**src/rtl/bert_drp_arbiter.sv**
```systemverilog
`default_nettype none
// ============================================================================
// Module   : bert_drp_arbiter
// Purpose  : Shares one GTX DRP port between two requesters (A: management,
//            B: lane sequencer). One-deep command buffer per port,
//            round-robin arbitration, one DRP transaction at a time.
// Options  : BERT_DRP_TIMEOUT_EN - adds a watchdog that aborts a transaction
//            when drp_rdy never arrives (TIMEOUT_CYCLES wait cycles).
// Revision : 1.0 - initial release
// ============================================================================
module bert_drp_arbiter #(
  parameter int unsigned TIMEOUT_CYCLES = 255
) (
  input  logic        drp_clk_i,
  input  logic        rst_i,
  // Port A
  input  logic        a_en_i,
  input  logic        a_we_i,
  input  logic [8:0]  a_addr_i,
  input  logic [15:0] a_wdata_i,
  output logic [15:0] a_rdata_o,
  output logic        a_done_o,
  output logic        a_err_o,
  output logic        a_timeout_o,
  // Port B
  input  logic        b_en_i,
  input  logic        b_we_i,
  input  logic [8:0]  b_addr_i,
  input  logic [15:0] b_wdata_i,
  output logic [15:0] b_rdata_o,
  output logic        b_done_o,
  output logic        b_err_o,
  output logic        b_timeout_o,
  input  logic        err_clear_i,
  // Transceiver DRP
  output logic        drp_en_o,
  output logic        drp_we_o,
  output logic [8:0]  drp_addr_o,
  output logic [15:0] drp_di_o,
  input  logic [15:0] drp_do_i,
  input  logic        drp_rdy_i
);

  localparam logic [1:0] c_IDLE  = 2'd0;
  localparam logic [1:0] c_ISSUE = 2'd1;
  localparam logic [1:0] c_WAIT  = 2'd2;
  localparam logic [1:0] c_DONE  = 2'd3;

  // Reject an unusable watchdog length at elaboration time.
  if (TIMEOUT_CYCLES < 2 || TIMEOUT_CYCLES > 65535) begin : g_bad_timeout
    $error("bert_drp_arbiter: TIMEOUT_CYCLES must be within 2..65535");
  end

  logic [1:0]  state_q, state_d;
  logic        grant_b_q;   // owner of the current transaction (1 = B)
  logic        last_b_q;    // winner of the most recent contested grant
  logic        a_pend_q, a_pend_d, a_we_q;
  logic [8:0]  a_addr_q;
  logic [15:0] a_wdata_q;
  logic        b_pend_q, b_pend_d, b_we_q;
  logic [8:0]  b_addr_q;
  logic [15:0] b_wdata_q;
  logic        drp_en_q, drp_we_q;
  logic [8:0]  drp_addr_q;
  logic [15:0] drp_di_q;
  logic [15:0] a_rdata_q, b_rdata_q;
  logic        a_done_q, b_done_q, a_err_q, b_err_q, a_to_q, b_to_q;

  logic        in_flight, a_busy, b_busy, a_accept, b_accept;
  logic        a_req, b_req, tie, win_b, start;
  logic        rdy_hit, to_hit, txn_end;
  logic        cmd_we;
  logic [8:0]  cmd_addr;
  logic [15:0] cmd_wdata;

  // A port stays busy until its done cycle; in DONE a new command is accepted.
  assign in_flight = (state_q == c_ISSUE) || (state_q == c_WAIT);
  assign a_busy    = a_pend_q | (in_flight & ~grant_b_q);
  assign b_busy    = b_pend_q | (in_flight &  grant_b_q);
  assign a_accept  = a_en_i & ~a_busy;
  assign b_accept  = b_en_i & ~b_busy;

  // A command arriving this cycle competes immediately, so an idle arbiter
  // raises drp_en on the cycle right after the strobe.
  assign a_req = a_pend_q | a_accept;
  assign b_req = b_pend_q | b_accept;
  assign tie   = a_req & b_req;
  assign win_b = tie ? ~last_b_q : b_req;
  assign start = (state_q == c_IDLE) & (a_req | b_req);

  assign rdy_hit = (state_q == c_WAIT) & drp_rdy_i;
  assign txn_end = rdy_hit | to_hit;

  assign a_pend_d = (start & ~win_b) ? 1'b0 : (a_pend_q | a_accept);
  assign b_pend_d = (start &  win_b) ? 1'b0 : (b_pend_q | b_accept);

`ifdef BERT_DRP_TIMEOUT_EN
  localparam logic [15:0] c_TO_LAST = 16'(TIMEOUT_CYCLES - 1);
  logic [15:0] to_cnt_q;

  // Watchdog: restart on entering WAIT, count WAIT cycles without drp_rdy.
  always_ff @(posedge drp_clk_i or posedge rst_i) begin
    if (rst_i) begin
      to_cnt_q <= '0;
    end else if (state_q == c_ISSUE) begin
      to_cnt_q <= '0;
    end else if ((state_q == c_WAIT) && !drp_rdy_i) begin
      to_cnt_q <= to_cnt_q + 16'd1;
    end
  end

  // drp_rdy in the final wait cycle wins over the abort.
  assign to_hit = (state_q == c_WAIT) & ~drp_rdy_i & (to_cnt_q == c_TO_LAST);
`else
  assign to_hit = 1'b0;
`endif

  // Select the winner's command, from its buffer or straight from its inputs.
  always_comb begin
    if (win_b) begin
      cmd_we    = b_pend_q ? b_we_q    : b_we_i;
      cmd_addr  = b_pend_q ? b_addr_q  : b_addr_i;
      cmd_wdata = b_pend_q ? b_wdata_q : b_wdata_i;
    end else begin
      cmd_we    = a_pend_q ? a_we_q    : a_we_i;
      cmd_addr  = a_pend_q ? a_addr_q  : a_addr_i;
      cmd_wdata = a_pend_q ? a_wdata_q : a_wdata_i;
    end
  end

  // Transaction sequencing: IDLE -> ISSUE -> WAIT -> DONE -> IDLE.
  always_comb begin
    state_d = state_q;
    case (state_q)
      c_IDLE:  if (start) state_d = c_ISSUE;
      c_ISSUE: state_d = c_WAIT;
      c_WAIT:  if (txn_end) state_d = c_DONE;
      default: state_d = c_IDLE;
    endcase
  end

  // State, grant bookkeeping and the per-port command buffers.
  always_ff @(posedge drp_clk_i or posedge rst_i) begin
    if (rst_i) begin
      state_q   <= c_IDLE;
      grant_b_q <= 1'b1;
      last_b_q  <= 1'b1;
      a_pend_q  <= 1'b0;
      a_we_q    <= 1'b0;
      a_addr_q  <= '0;
      a_wdata_q <= '0;
      b_pend_q  <= 1'b0;
      b_we_q    <= 1'b0;
      b_addr_q  <= '0;
      b_wdata_q <= '0;
    end else begin
      state_q  <= state_d;
      a_pend_q <= a_pend_d;
      b_pend_q <= b_pend_d;
      if (start) grant_b_q <= win_b;
      // Alternation is tracked between contending ports only, so an
      // uncontested grant does not disturb whose turn the next tie is.
      if (start && tie) last_b_q <= win_b;
      if (a_accept) begin
        a_we_q    <= a_we_i;
        a_addr_q  <= a_addr_i;
        a_wdata_q <= a_wdata_i;
      end
      if (b_accept) begin
        b_we_q    <= b_we_i;
        b_addr_q  <= b_addr_i;
        b_wdata_q <= b_wdata_i;
      end
    end
  end

  // DRP command outputs: strobe for the ISSUE cycle, fields held otherwise.
  always_ff @(posedge drp_clk_i or posedge rst_i) begin
    if (rst_i) begin
      drp_en_q   <= 1'b0;
      drp_we_q   <= 1'b0;
      drp_addr_q <= '0;
      drp_di_q   <= '0;
    end else begin
      drp_en_q <= start;
      if (start) begin
        drp_we_q   <= cmd_we;
        drp_addr_q <= cmd_addr;
        drp_di_q   <= cmd_wdata;
      end
    end
  end

  // Completion, read data, timeout strobes and sticky drop errors per port.
  always_ff @(posedge drp_clk_i or posedge rst_i) begin
    if (rst_i) begin
      a_rdata_q <= '0;
      b_rdata_q <= '0;
      a_done_q  <= 1'b0;
      b_done_q  <= 1'b0;
      a_to_q    <= 1'b0;
      b_to_q    <= 1'b0;
      a_err_q   <= 1'b0;
      b_err_q   <= 1'b0;
    end else begin
      a_done_q <= txn_end & ~grant_b_q;
      b_done_q <= txn_end &  grant_b_q;
      a_to_q   <= to_hit  & ~grant_b_q;
      b_to_q   <= to_hit  &  grant_b_q;
      if (txn_end && !grant_b_q && !drp_we_q) a_rdata_q <= rdy_hit ? drp_do_i : 16'hdead;
      if (txn_end &&  grant_b_q && !drp_we_q) b_rdata_q <= rdy_hit ? drp_do_i : 16'hdead;
      if (err_clear_i)             a_err_q <= 1'b0;
      else if (a_en_i && a_busy)   a_err_q <= 1'b1;
      if (err_clear_i)             b_err_q <= 1'b0;
      else if (b_en_i && b_busy)   b_err_q <= 1'b1;
    end
  end

  assign drp_en_o    = drp_en_q;
  assign drp_we_o    = drp_we_q;
  assign drp_addr_o  = drp_addr_q;
  assign drp_di_o    = drp_di_q;
  assign a_rdata_o   = a_rdata_q;
  assign b_rdata_o   = b_rdata_q;
  assign a_done_o    = a_done_q;
  assign b_done_o    = b_done_q;
  assign a_err_o     = a_err_q;
  assign b_err_o     = b_err_q;
  assign a_timeout_o = a_to_q;
  assign b_timeout_o = b_to_q;

endmodule
`default_nettype wire

```
**config.mk**
```make
export PLATFORM = sky130hd
export DESIGN_NAME = bert_drp_arbiter
export DESIGN_NICKNAME = d
export VERILOG_FILES = /design/src/rtl/bert_drp_arbiter.sv
export SDC_FILE = /design/constraint.sdc
export NUM_CORES = 1
export LEC_CHECK = 0
export CAP_MARGIN = 20
export CORE_MARGIN = 4
export CORE_UTILIZATION = 63
export DETAILED_ROUTE_END_ITERATION = 8
export DONT_BUFFER_PORTS = 1
export PLACE_DENSITY = 0.78
export RECOVER_POWER = 50
export SETUP_SLACK_MARGIN = 0.2
export SLEW_MARGIN = 20
export SYNTH_ARGS = -nofsm -noshare
export SYNTH_HDL_FRONTEND = slang
export SYNTH_SLANG_ARGS = --single-unit
```
**constraint.sdc**
```tcl
create_clock -name drp_clk_i -period 4.5 [get_ports drp_clk_i]
set_input_delay 0.45 -clock drp_clk_i [delete_from_list [all_inputs] [get_ports drp_clk_i]]
set_output_delay 0.45 -clock drp_clk_i [all_outputs]
set_load 0.02 [all_outputs]
```
Word-level counts from Yosys, hierarchy flattened
Index checks and enable logic that the tools add are counted.
W data, S select, Z words.
- eq/ne operators: 4
- bitwise gates (word level): 21
- $lt $le $gt $ge: 0
- add/sub/neg operators: 0
- div/mod/pow operators: 0
- multiplexer cells: 20
- $mul: 0
- reduce and logical (&&, ||, !) cells: 14
- shift operators: 0
- operator list (cell ; number):
    $mux W16 ; 4
    $mux W9 ; 3
    $and A1 B1 Y1 ; 11
    $mux W1 ; 10
    $logic_and A1 B1 Y1 ; 7
    $pmux W2 S3 ; 1
    $not A1 Y1 ; 5
    $or A1 B1 Y1 ; 5
    $mux W2 ; 2
    $ne A2 B2 Y1 const B ; 2
    $reduce_bool A2 Y1 ; 2
    $eq A2 B1 Y1 const B ; 1
    $eq A2 B2 Y1 const B ; 1
    $logic_not A1 Y1 ; 2
    $logic_not A2 Y1 ; 1
    $reduce_and A2 Y1 ; 1
    $logic_or A1 B1 Y1 ; 1
- bits in read-only memories: 0
- output and inout port bits: 65
- memories kept: 0
- bits in registers: 121
- latch bits: 0
- memory bits (writable): 0

Logic depth before layout (Yosys ltp)
Gate-level depths: netlist of the first run.
- word-level depth: 12
- depth in mapped cells: 8
- gate-level depth less buffers: 6

Worst setup path before layout of the first run
Ideal clock, no wire load.
- path kind: register to register
- start point: reg state_q[1]
- end point: reg drp_addr_q[0], in the netlist drp_addr_o[0]
- slack: 2.642 ns
- required time: 4.414 ns
- arrival time: 1.772 ns
- period minus slack after synthesis: 1.858 ns
- buffers on the path: 1
- stages on the path, launching flop included: 8
- cells stage by stage: dfrtp_1 > inv_1 > ha_1 > or3b_1 > o21ai_2 > buf_2 > nand2_1 > o221ai_2
- longest elaborated chain between the ends: 10
- elaborated cells between the ends (all ways): 19
- those cells by class: eq/ne (2); mux (2); bitwise (13); reduce/logical (2)
- RTL lines (item ; RTL line ; text):
    from (decl) ; 54 ; logic [1:0] state_q, state_d;
    from (signal assigned) ; 145 ; state_q <= c_IDLE;
    from (signal assigned) ; 157 ; state_q <= state_d;
    $eq A2 B1 Y1 / $eq A2 B2 Y1 (equally long branches) ; 77 ; assign in_flight = (state_q == c_ISSUE) || (state_q == c_WAIT);
    $logic_or A1 B1 Y1 ; 77 ;
    $and A1 B1 Y1 (on tied branches) ; 78, 79 ;
    $or A1 B1 Y1 (on tied branches) ; 78, 79 ;
    $not A1 Y1 (on tied branches) ; 80, 81 ;
    $and A1 B1 Y1 (on tied branches) ; 80, 81 ;
    $or A1 B1 Y1 (on tied branches) ; 85, 86 ;
    $and A1 B1 Y1 ; 87 ; assign tie = a_req & b_req;
    $mux W1 ; 88 ; assign win_b = tie ? ~last_b_q : b_req;
    $mux W9 ; 120 ; if (win_b) begin
    to (signal assigned) ; 188 ; drp_addr_q <= cmd_addr;
    to (decl) ; 64 ; logic [8:0] drp_addr_q;
Parallel ways exist; a longest one is shown, timed or not.
A chain may end at the register's enable or synchronous reset.

Worst setup path in the final report of the first run
- start point: reg state_q[1]
- end point: reg drp_di_q[0], in the netlist drp_di_o[0]
- longest elaborated chain between the ends: 10
- elaborated cells between the ends (all ways): 19
- those cells by class: eq/ne (2); mux (2); bitwise (13); reduce/logical (2)
- RTL lines (item ; RTL line ; text):
    $eq A2 B1 Y1 / $eq A2 B2 Y1 (equally long branches) ; 77 ;
    $logic_or A1 B1 Y1 ; 77 ;
    $and A1 B1 Y1 (on tied branches) ; 78, 79 ;
    $or A1 B1 Y1 (on tied branches) ; 78, 79 ;
    $not A1 Y1 (on tied branches) ; 80, 81 ;
    $and A1 B1 Y1 (on tied branches) ; 80, 81 ;
    $or A1 B1 Y1 (on tied branches) ; 85, 86 ;
    $and A1 B1 Y1 ; 87 ;
    $mux W1 ; 88 ;
    $mux W16 ; 120 ;
    to (signal assigned) ; 189 ; drp_di_q <= cmd_wdata;
    to (decl) ; 65 ; logic [15:0] drp_di_q;
Parallel ways exist; a longest one is shown, timed or not.

==> results of run 1 <==
## layer usage
layer,track usage,wire (um),vias to the layer above
met5,0,0,-
met2,0.356,5510,110
li1,-,-,1406
met4,0.0622,119,0
met1,0.288,4350,1584
met3,0.100,1070,9
## cell families (layout without fill, tap and decap cells)
group / Yosys count / in the layout / share of synthesized area
compound gates: 38 / 38 / 0.0802
flops: 121 / 121 / 0.558
buf+inv: 29 / 45 / 0.0309
fa+ha+maj: 3 / 3 / 0.00692
simple gates: 52 / 52 / 0.0468
xor+xnor: 1 / 1 / 0.00161
other cells: 1 / 2 / 0.000691
mux: 138 / 138 / 0.274
## power by group through the flow
stage	sequential, mW	clock [mW]	combinational, mW
3_3_place_gp	2.44	0	1.51
2_1_floorplan	2.22	0	1.49
3_5_place_dp	2.46	0	1.59
4_1_cts	2.45	1.29	1.60
5_1_grt	2.52	1.36	1.78
6_report	2.44	1.28	1.61
## worst max-delay path: cells and delay by family (launching register included)
family	cells	cell delay (ns)
AOI/OAI and AO/OA	3	1.00
buffers and inverters	2	0.45
adders and majority gates	1	0.43
DFF	1	0.39
and+or+nand+nor	1	0.11
## through the flow
| stage | instances | instance area, um2 | util | power [mW] |
|---|---|---|---|---|
| 6_report | 505 | 6080 | 0.733 | 5.33 |
| 5_1_grt | 505 | 6080 | 0.733 | 5.65 |
| 4_1_cts | 504 | 6050 | 0.729 | 5.35 |
| 3_5_place_dp | 471 | 5480 | 0.660 | 4.05 |
| 3_3_place_gp | 470 | 5460 | 0.658 | 3.95 |
| 2_1_floorplan | 384 | 5430 | - | 3.70 |
## cells in the mapped netlist
cell type  count  area share
inv_1          5      0.0035
o21ai_2        1      0.0016
o221ai_1       7       0.011
nor2_1         6      0.0042
buf_6          4      0.0083
a211o_1        1      0.0016
ha_1           3      0.0069
xnor2_1        1      0.0016
nand2b_4       1      0.0025
o211ai_2       1      0.0023
conb_1         1     0.00069
nand3b_1       2      0.0028
a21o_1         1      0.0014
clkbuf_1       1     0.00069
a21oi_1        3      0.0028
mux2_2        85        0.18
and2_1         1      0.0012
o22ai_1        1      0.0012
o41a_1         1      0.0021
mux2_1         1      0.0021
nand2b_1       2      0.0023
nor2b_1        2      0.0023
dfstp_2        2      0.0097
nor3_2         1      0.0018
dfrtp_1      119        0.55
o221ai_2      19       0.053
nand4bb_1      1      0.0021
and3_1         1      0.0012
or4_1          2      0.0028
nand2_1       32       0.022
o21ai_0        2      0.0018
a21oi_2        1      0.0016
buf_4          2      0.0028
buf_2         17       0.016
or3b_1         1      0.0016
mux2i_1       52       0.096
## layout by cell type, fill, tap and decap left out, drive strengths merged, types with 2 or more instances in the layout
cell type,instances
a21oi,4
mux2,86
nand2b,3
nor2b,2
inv,14
clkinv,4
buf,6
clkbuf,18
o21ai,3
conb,2
mux2i,52
or4,2
nand3b,2
o221ai,26
dfstp,2
ha,3
nor2,6
dfrtp,119
nand2,32
## cell type report
type | count | area (um2)
flip-flops and latches | 121 | 3030
multi-input cells | 234 | 2240
fillers | 526 | 2220
clock buffers | 17 | 414
clock inverters | 15 | 150
well taps | 105 | 131
repair buffers | 8 | 86.3
inverters | 5 | 23.8
## sequential cells by signal (all words and copies together) (netlist names)
name / cells
a_addr_q: 9
a_wdata_q: 16
drp_di_o: 16
b_wdata_q: 16
b_done_o: 1
a_rdata_o: 16
a_err_o: 1
b_addr_q: 9
a_done_o: 1
last_b_q: 1
b_err_o: 1
a_pend_q: 1
drp_en_o: 1
b_pend_q: 1
b_rdata_o: 16
grant_b_q: 1
state_q: 2
drp_addr_o: 9
b_we_q: 1
drp_we_o: 1
a_we_q: 1
## what timing repair did
action | CTS | global route
setup endpoints to repair | 0 | 0
hold buffers | 1 | 0
endpoints found under the hold margin | 2 | 0
## path summary, 6_finish.rpt
check / startpoint / to / slack (ns) / depth (start not counted)
max: state_q[1] / drp_di_o[0] / 1.98 / 7
min: rst_i / b_rdata_o[6] / -0.05 / 1
max reg2reg: state_q[1] / drp_di_o[0] / 1.98 / 7
min reg2reg: b_wdata_q[6] / b_wdata_q[6] / 0.50 / 1
max in group asynchronous: rst_i / a_wdata_q[12] / 2.33 / 2
min in group drp_clk_i: drp_do_i[6] / b_rdata_o[6] / 0.09 / 1
==> results_dict.tcl, run 1 <==
set metrics [dict create \
    min_path_type "primary input to asynchronous set/reset pin" \
    core.rowCount 33 \
    vias 3109 \
    tns_ns 0 \
    syn_to_final_growth_pct 12.0 \
    ys_seq_area_frac 0.558 \
    slew_headroom -0.248 \
    fin_skew_ns 0.00795 \
    p_comb_frac 0.302 \
    dpl.hpwl_um 7590 \
    cts_resized 0 \
    layout_setup_ws_ns 1.98 \
    rsz0062_at_grt "false" \
    status "finished, violations left" \
    worstMarginPinSlew_ns 1.87 \
    p_leak_nw 2.77 \
    power.switching_mw 2.05 \
    grt_pass1_wl_um 17600 \
    overflow 0 \
    fp.dieH_um 101 \
    syn_area_mm2 0.00543 \
    sw_frac_of_total 0.384 \
    fin_hold_ws_ns -0.0535 \
    track_usage 0.227 \
    drive_gt1_frac 0.380 \
    numPortBuffers 0 \
    dr.first_iter.drc_count 128 \
    drc 0 \
    vdd_drop_max_mv 0.428 \
    routed_wl_um 11000 \
    ant_nets 0 \
    clockRootBuffer "clkbuf_8" \
    p_int_mw 3.28 \
    min_period_over_period 0.561 \
    cp_slowest_cell "a211o_1" \
    grt_pass1_vias 3320 \
    nets 464 \
    htree_levels 4 \
    violations "negative hold slack, max-capacitance violations, max-slew violations" \
    max_freq_mhz 396 \
    netlist_instances 383 \
    seqPwrFrac 0.458 \
    cts_setup_buffers 0 \
    num_antenna_cells 0 \
    hold_violations 85 \
    crit_fanout 15 \
    antenna_found_initial 0 \
    grt_max_degree 89 \
    synth_warnings 0 \
    finalCriticalPeriod_ns 2.52 \
    setup_viol 0 \
    design.die.area_mm2 0.0102 \
    insertion_delay_ns 0.51 \
    die_width_um 101 \
    path_cells "inv_1 -> ha_1 -> nand2_1 -> a21oi_2 -> a211o_1 -> buf_4 -> o221ai_1" \
    max_stage_delay_ns 0.56 \
    drv_cap 1 \
    first_pass_iters 5 \
    synth_cell_types 36 \
    cts_tree "yes" \
    gp_congestion 0.745 \
    required_ns 4.86 \
    clock_sinks 121 \
    startpoint_type "flop" \
    wl_per_cell_um 21.9 \
    ios 139 \
    placeableCoreArea_mm2 0.00830 \
    start_util 0.654 \
    p_per_area_mw_per_mm2 877 \
    syn_area_per_cell_um2 14.2 \
    maxSlewViolCount 35 \
    worstPathArrival_ns 2.88 \
    dpl_worst_slack_ns 1.97 \
    worst-setup-path-type "flop to flop" \
    yosys_register_bits 121 \
    clock_power_share 0.240 \
    clockBufferDepth 2 \
    cts_made_buffers 17 \
    via_per_inst 6.16 \
    clk_pin_slew_ns 0.06 \
    end_kind "flop" \
]
Power figures use the tool's default switching activity.
==> inputs of run 2 (changes only) <==
- CORE_UTILIZATION: 63 -> 57
- PLACE_DENSITY: 0.78 -> 0.74
- clock period: 4.5 -> 2.2 ns (I/O delays scaled with it)
==> run 2 against run 1 <==
  * Utilization increased by 2.8 points
  * Clock power increased by 120%
  * Count of clock-buffer cells in the layout unchanged
  * Critical path depth unchanged
  * Worst setup slack got worse by 1.7 ns
  * Sequential power increased by 96%
  * Sequential share of layout area decreased by 6.7 points
  * Sequential cell count unchanged
  * Global-route usage increased by 0.20 points
  * Wire length increased by 10%
  * Highest routed layer unchanged
  * Largest power group unchanged
  * Worst hold slack improved by 0.094 ns
  * The flow now finishes without violations
  * Combinational power increased by 150%
==> results_dict.tcl, run 2 (synthesis results as in run 1) <==
set metrics [dict create \
    rsz0062_at_grt "false" \
    min-delay-start "drp_rdy_i" \
    drc 0 \
    p_leak_nw 3.17 \
    min_path_type "primary input to flop" \
    start_util 0.587 \
    numPortBuffers 0 \
    gp_congestion 0.772 \
    drive_gt1_frac 0.344 \
    vdd_drop_max_mv 0.823 \
    dr.first_iter.drc_count 152 \
    finalCriticalPeriod_ns 1.88 \
    clockRootBuffer "clkbuf_8" \
    dpl.hpwl_um 7660 \
    max_freq_mhz 531 \
    grt_max_degree 122 \
    fillers 576 \
    worstMarginPinSlew_ns 0.631 \
    setup_viol 0 \
    status "completed" \
    htree_levels 4 \
    p_comb_frac 0.342 \
    power_mw 11.6 \
    clock_power_share 0.244 \
    crit_fanout 15 \
    first_pass_iters 5 \
    routed_wl_um 12200 \
    num_antenna_cells 0 \
    r2r-end "drp_di_o[0]" \
    startpoint_type "flop" \
    endpoint "drp_di_o[0]" \
    nets 549 \
    grt_pass1_wl_um 19800 \
    ios 139 \
    syn_to_final_growth_pct 29.5 \
    busiest_layer "met2" \
    hold_violations 0 \
    clock_sinks 121 \
    clockBufferDepth 2 \
    vias 3487 \
    reg2reg_from "state_q[0]" \
    slew_headroom 0.579 \
    design.die.area_mm2 0.0111 \
    drv_cap 0 \
    seqPwrFrac 0.414 \
    power.switching_mw 4.33 \
    fin_skew_ns 0.00671 \
    required_ns 2.63 \
    core.rowCount 35 \
    sw_frac_of_total 0.375 \
    cts_tree "yes" \
    worst-setup-path-type "flop to flop" \
    tns_ns 0 \
    crit_start "state_q[0]" \
    die_width_um 106 \
    wl_per_cell_um 19.9 \
    p_per_area_mw_per_mm2 1650 \
    r2r_setup_slack_ns 0.32 \
    layout_commonest_cell "dfrtp_1" \
    fp.dieH_um 106 \
    met1_usage 0.272 \
    cts_made_buffers 17 \
    insertion_delay_ns 0.52 \
    final_cell_mix "117 x dfrtp_1, 85 x mux2_2, 74 x dlygate4sd3_1, 52 x mux2i_1, 32 x nand2_1" \
    ant_nets 0 \
    overflow 0 \
    met2_usage 0.385 \
    min_period_over_period 0.857 \
    antenna_found_initial 0 \
    maxSlewViolCount 0 \
    p_int_mw 7.23 \
    clk_pin_slew_ns 0.06 \
    grtUsageMet3 0.0857 \
    via_per_inst 5.68 \
    track_usage 0.229 \
    end_kind "flop" \
    placeableCoreArea_mm2 0.00924 \
    worstPathArrival_ns 2.31 \
    grt_pass1_vias 3855 \
    r2r_cells 7 \
]
-- run 2: cell count changes in the layout (fill, tap and decap cells not counted), moves of 2 or more --
cell,delta
buf_12,+5
buf_4,+10
bufinv_16,+2
dlygate4sd3_1,+73
inv_6,-4
-- run 2: layer usage --
metal,wire (um),share of wire,up-vias
met4,192,0.016,0
met5,0,0,-
met3,939,0.077,23
li1,-,-,1579
met1,4800,0.39,1758
met2,6270,0.51,127
-- run 2: worst min path at each step --
| stage | end | slack, ns | depth (start not counted) |
|---|---|---|---|
| after floorplan | a_err_o | 0.29 | 1 |
| after global placement | a_err_o | 0.29 | 1 |
| after detailed placement | b_err_o | 0.29 | 1 |
| after CTS | state_q[0] | 0.03 | 3 |
| after global routing | state_q[0] | 0.08 | 3 |
| final | state_q[0] | 0.04 | 3 |
-- run 2: cell type report --
cell class              instances  area [um2]  area share
clock buffers                  17         414      0.0589
well taps                     129         161      0.0230
flip-flops and latches        121        3030       0.432
repair buffers                 93         946       0.135
multi-input cells             234        2260       0.322
inverters                       5        22.5     0.00321
clock inverters                15         189      0.0269
-- run 2: critical path, stage by stage, from the launching register on --
cell and delay (ns):
dfrtp_1 0.35, inv_1 0.10, ha_4 0.32, nand2b_4 0.06, a21o_1 0.24, a211o_1 0.33
buf_4 0.22, o221ai_1 0.18
-- run 2: metrics by stage --
step	utilization	instances	cell area (um2)	setup slack, ns	hold WS, ns
floorplan	-	384	5430	0.342	0.286
global placement	0.607	503	5610	0.248	0.289
detailed placement	0.607	503	5610	0.222	0.290
CTS	0.757	613	7000	0.204	0.0269
global route	0.760	614	7030	0.227	0.0760
finish	0.760	614	7030	0.316	0.0406
-- run 2: power by group through the flow --
| stage | clock network [mW] | registers, mW | logic (mW) |
|---|---|---|---|
| 5_1_grt | 2.97 | 4.93 | 4.33 |
| 3_5_place_dp | 0 | 4.81 | 3.66 |
| 4_1_cts | 2.86 | 4.79 | 3.89 |
| 2_1_floorplan | 0 | 4.53 | 3.04 |
| 3_3_place_gp | 0 | 4.77 | 3.52 |
| 6_report | 2.82 | 4.79 | 3.96 |
-- run 2: what timing repair did --
action / 4_1_cts / 5_1_grt
setup endpoints to repair: 4 / 53
cloned: 0 / 0
setup buffers: 4 / 1
gates resized for setup: 0 / 3
hold buffers: 74 / 0
pin swaps: 1 / 0
hold endpoints to repair: 234 / 0
==> inputs of run 3 (changes only) <==
- CELL_PAD_IN_SITES_DETAIL_PLACEMENT: not set -> 0
- CELL_PAD_IN_SITES_GLOBAL_PLACEMENT: not set -> 1
- CORE_UTILIZATION: 57 -> 46
==> run 3 against run 2 <==
  * Sequential cell count unchanged
  * Sequential share of layout area down 0.70 points
  * Count of clock-buffer cells in the layout is 3 higher
  * Largest cell class unchanged
  * Critical endpoint unchanged
  * Design area is 1.6% higher
==> results_dict.tcl, run 3 (synthesis results as in run 1) <==
set metrics [dict create \
    fin_hold_ws_ns 0.0430 \
    fin_skew_ns 0.00864 \
    met1_usage 0.233 \
    p_leak_nw 3.21 \
    rsz0062_at_grt "false" \
    via_per_inst 5.56 \
    numPortBuffers 0 \
    maxSlewViolCount 0 \
    vias 3488 \
    clock_sinks 121 \
    gp_congestion 0.781 \
    die_width_um 117 \
    finalCriticalPeriod_ns 1.92 \
    final_cell_mix "117 x dfrtp_1, 85 x mux2_2, 72 x dlygate4sd3_1, 52 x mux2i_1, 32 x nand2_1" \
    htree_levels 4 \
    drv_cap 0 \
    cts_made_buffers 17 \
    clk_pin_slew_ns 0.06 \
    fp.dieH_um 117 \
    start_util 0.473 \
    overflow 0 \
    insertion_delay_ns 0.41 \
    worstMarginPinSlew_ns 0.664 \
    dpl.hpwl_um 7890 \
    drc 0 \
    setup_viol 0 \
    max_freq_mhz 522 \
    wl_per_cell_um 20.3 \
    worst-setup-path-type "flop to flop" \
    nets 548 \
    track_usage 0.193 \
    crit_fanout 17 \
    min_path_type "primary input to flop" \
    hold_violations 0 \
    status "completed" \
    required_ns 2.52 \
    dr.first_iter.drc_count 168 \
    cp_slowest_cell "dfrtp_1" \
    num_antenna_cells 0 \
    grtUsageMet3 0.0782 \
    min_period_over_period 0.872 \
    ios 139 \
    layout_commonest_cell "dfrtp_1" \
    clockBufferDepth 2 \
    ant_nets 0 \
    worstPathArrival_ns 2.24 \
    slew_headroom 0.557 \
    startpoint_type "flop" \
    path_cells "inv_1 -> ha_4 -> nand2b_4 -> a21o_4 -> a211o_4 -> buf_12 -> o221ai_1" \
    end_kind "flop" \
    design.die.area_mm2 0.0136 \
    antenna_found_initial 0 \
    placeableCoreArea_mm2 0.0115 \
    clockRootBuffer "clkbuf_16" \
    first_pass_iters 4 \
    syn_to_final_growth_pct 31.6 \
    cts_tree "yes" \
    p_per_area_mw_per_mm2 1660 \
    max_stage_delay_ns 0.39 \
    busiest_layer "met2" \
    tns_ns 0 \
    grt_max_degree 122 \
    vdd_drop_max_mv 0.817 \
    core.rowCount 39 \
    routed_wl_um 12700 \
    grt_pass1_vias 3765 \
    grt_pass1_wl_um 19800 \
    drive_gt1_frac 0.349 \
    met2_usage 0.317 \
]
## run 3: path summary, 6_finish.rpt
check                                 to  cells past startpoint     startpoint  slack (ns)
max                          drp_di_o[0]                      7     state_q[1]        0.28
min                        drp_addr_o[0]                      2    a_addr_i[0]        0.04
max reg2reg                  drp_di_o[0]                      7     state_q[1]        0.28
min reg2reg                b_wdata_q[10]                      1  b_wdata_q[10]        0.50
max in group asynchronous       b_pend_q                      3          rst_i        1.20
min in group asynchronous  b_rdata_o[14]                      3          rst_i        0.45
## run 3: what timing repair did
action	in CTS	in global routing
pin swaps	1	0
resized for setup	4	2
setup endpoints to repair	26	25
endpoints found under the hold margin	207	0
hold buffers	72	0
buffers inserted	5	0
## run 3: where the power goes
group	switching [mW]	internal [mW]
combinational	1.81	2.18
sequential	1.45	3.37
clock	0.980	2.09
## run 3: worst max-delay path, delay by kind of cell (launching register included)
kind,cells,cell delay (ns)
flops,1,0.39
fa+ha+maj,1,0.31
compound gates,3,0.78
simple gates,1,0.07
buf+inv,2,0.27
## run 3: through the flow
stage,area (um2),instances,power [mW],worst slack [ns],utilization
global placement,5660,518,8.41,0.217,0.494
CTS,7130,627,12.0,0.201,0.621
floorplan,5430,384,7.58,0.342,-
global route,7140,627,12.6,0.213,0.623
finish,7140,627,11.9,0.283,0.623
detailed placement,5660,518,8.57,0.134,0.494
## run 3: area by class of cell
class	instances	area (um2)
clock buffer	20	467
clock inverter	12	194
fill	873	4330
inverter	5	20.0
multi-input combinational	234	2280
sequential	121	3030
tap	143	179
timing repair buffer	92	971
## run 3: per-layer routing
metal / vias up / wire (um)
li1: 1579 / -
met1: 1777 / 5080
met2: 116 / 6380
met3: 16 / 1080
met4: 0 / 191
met5: - / 0
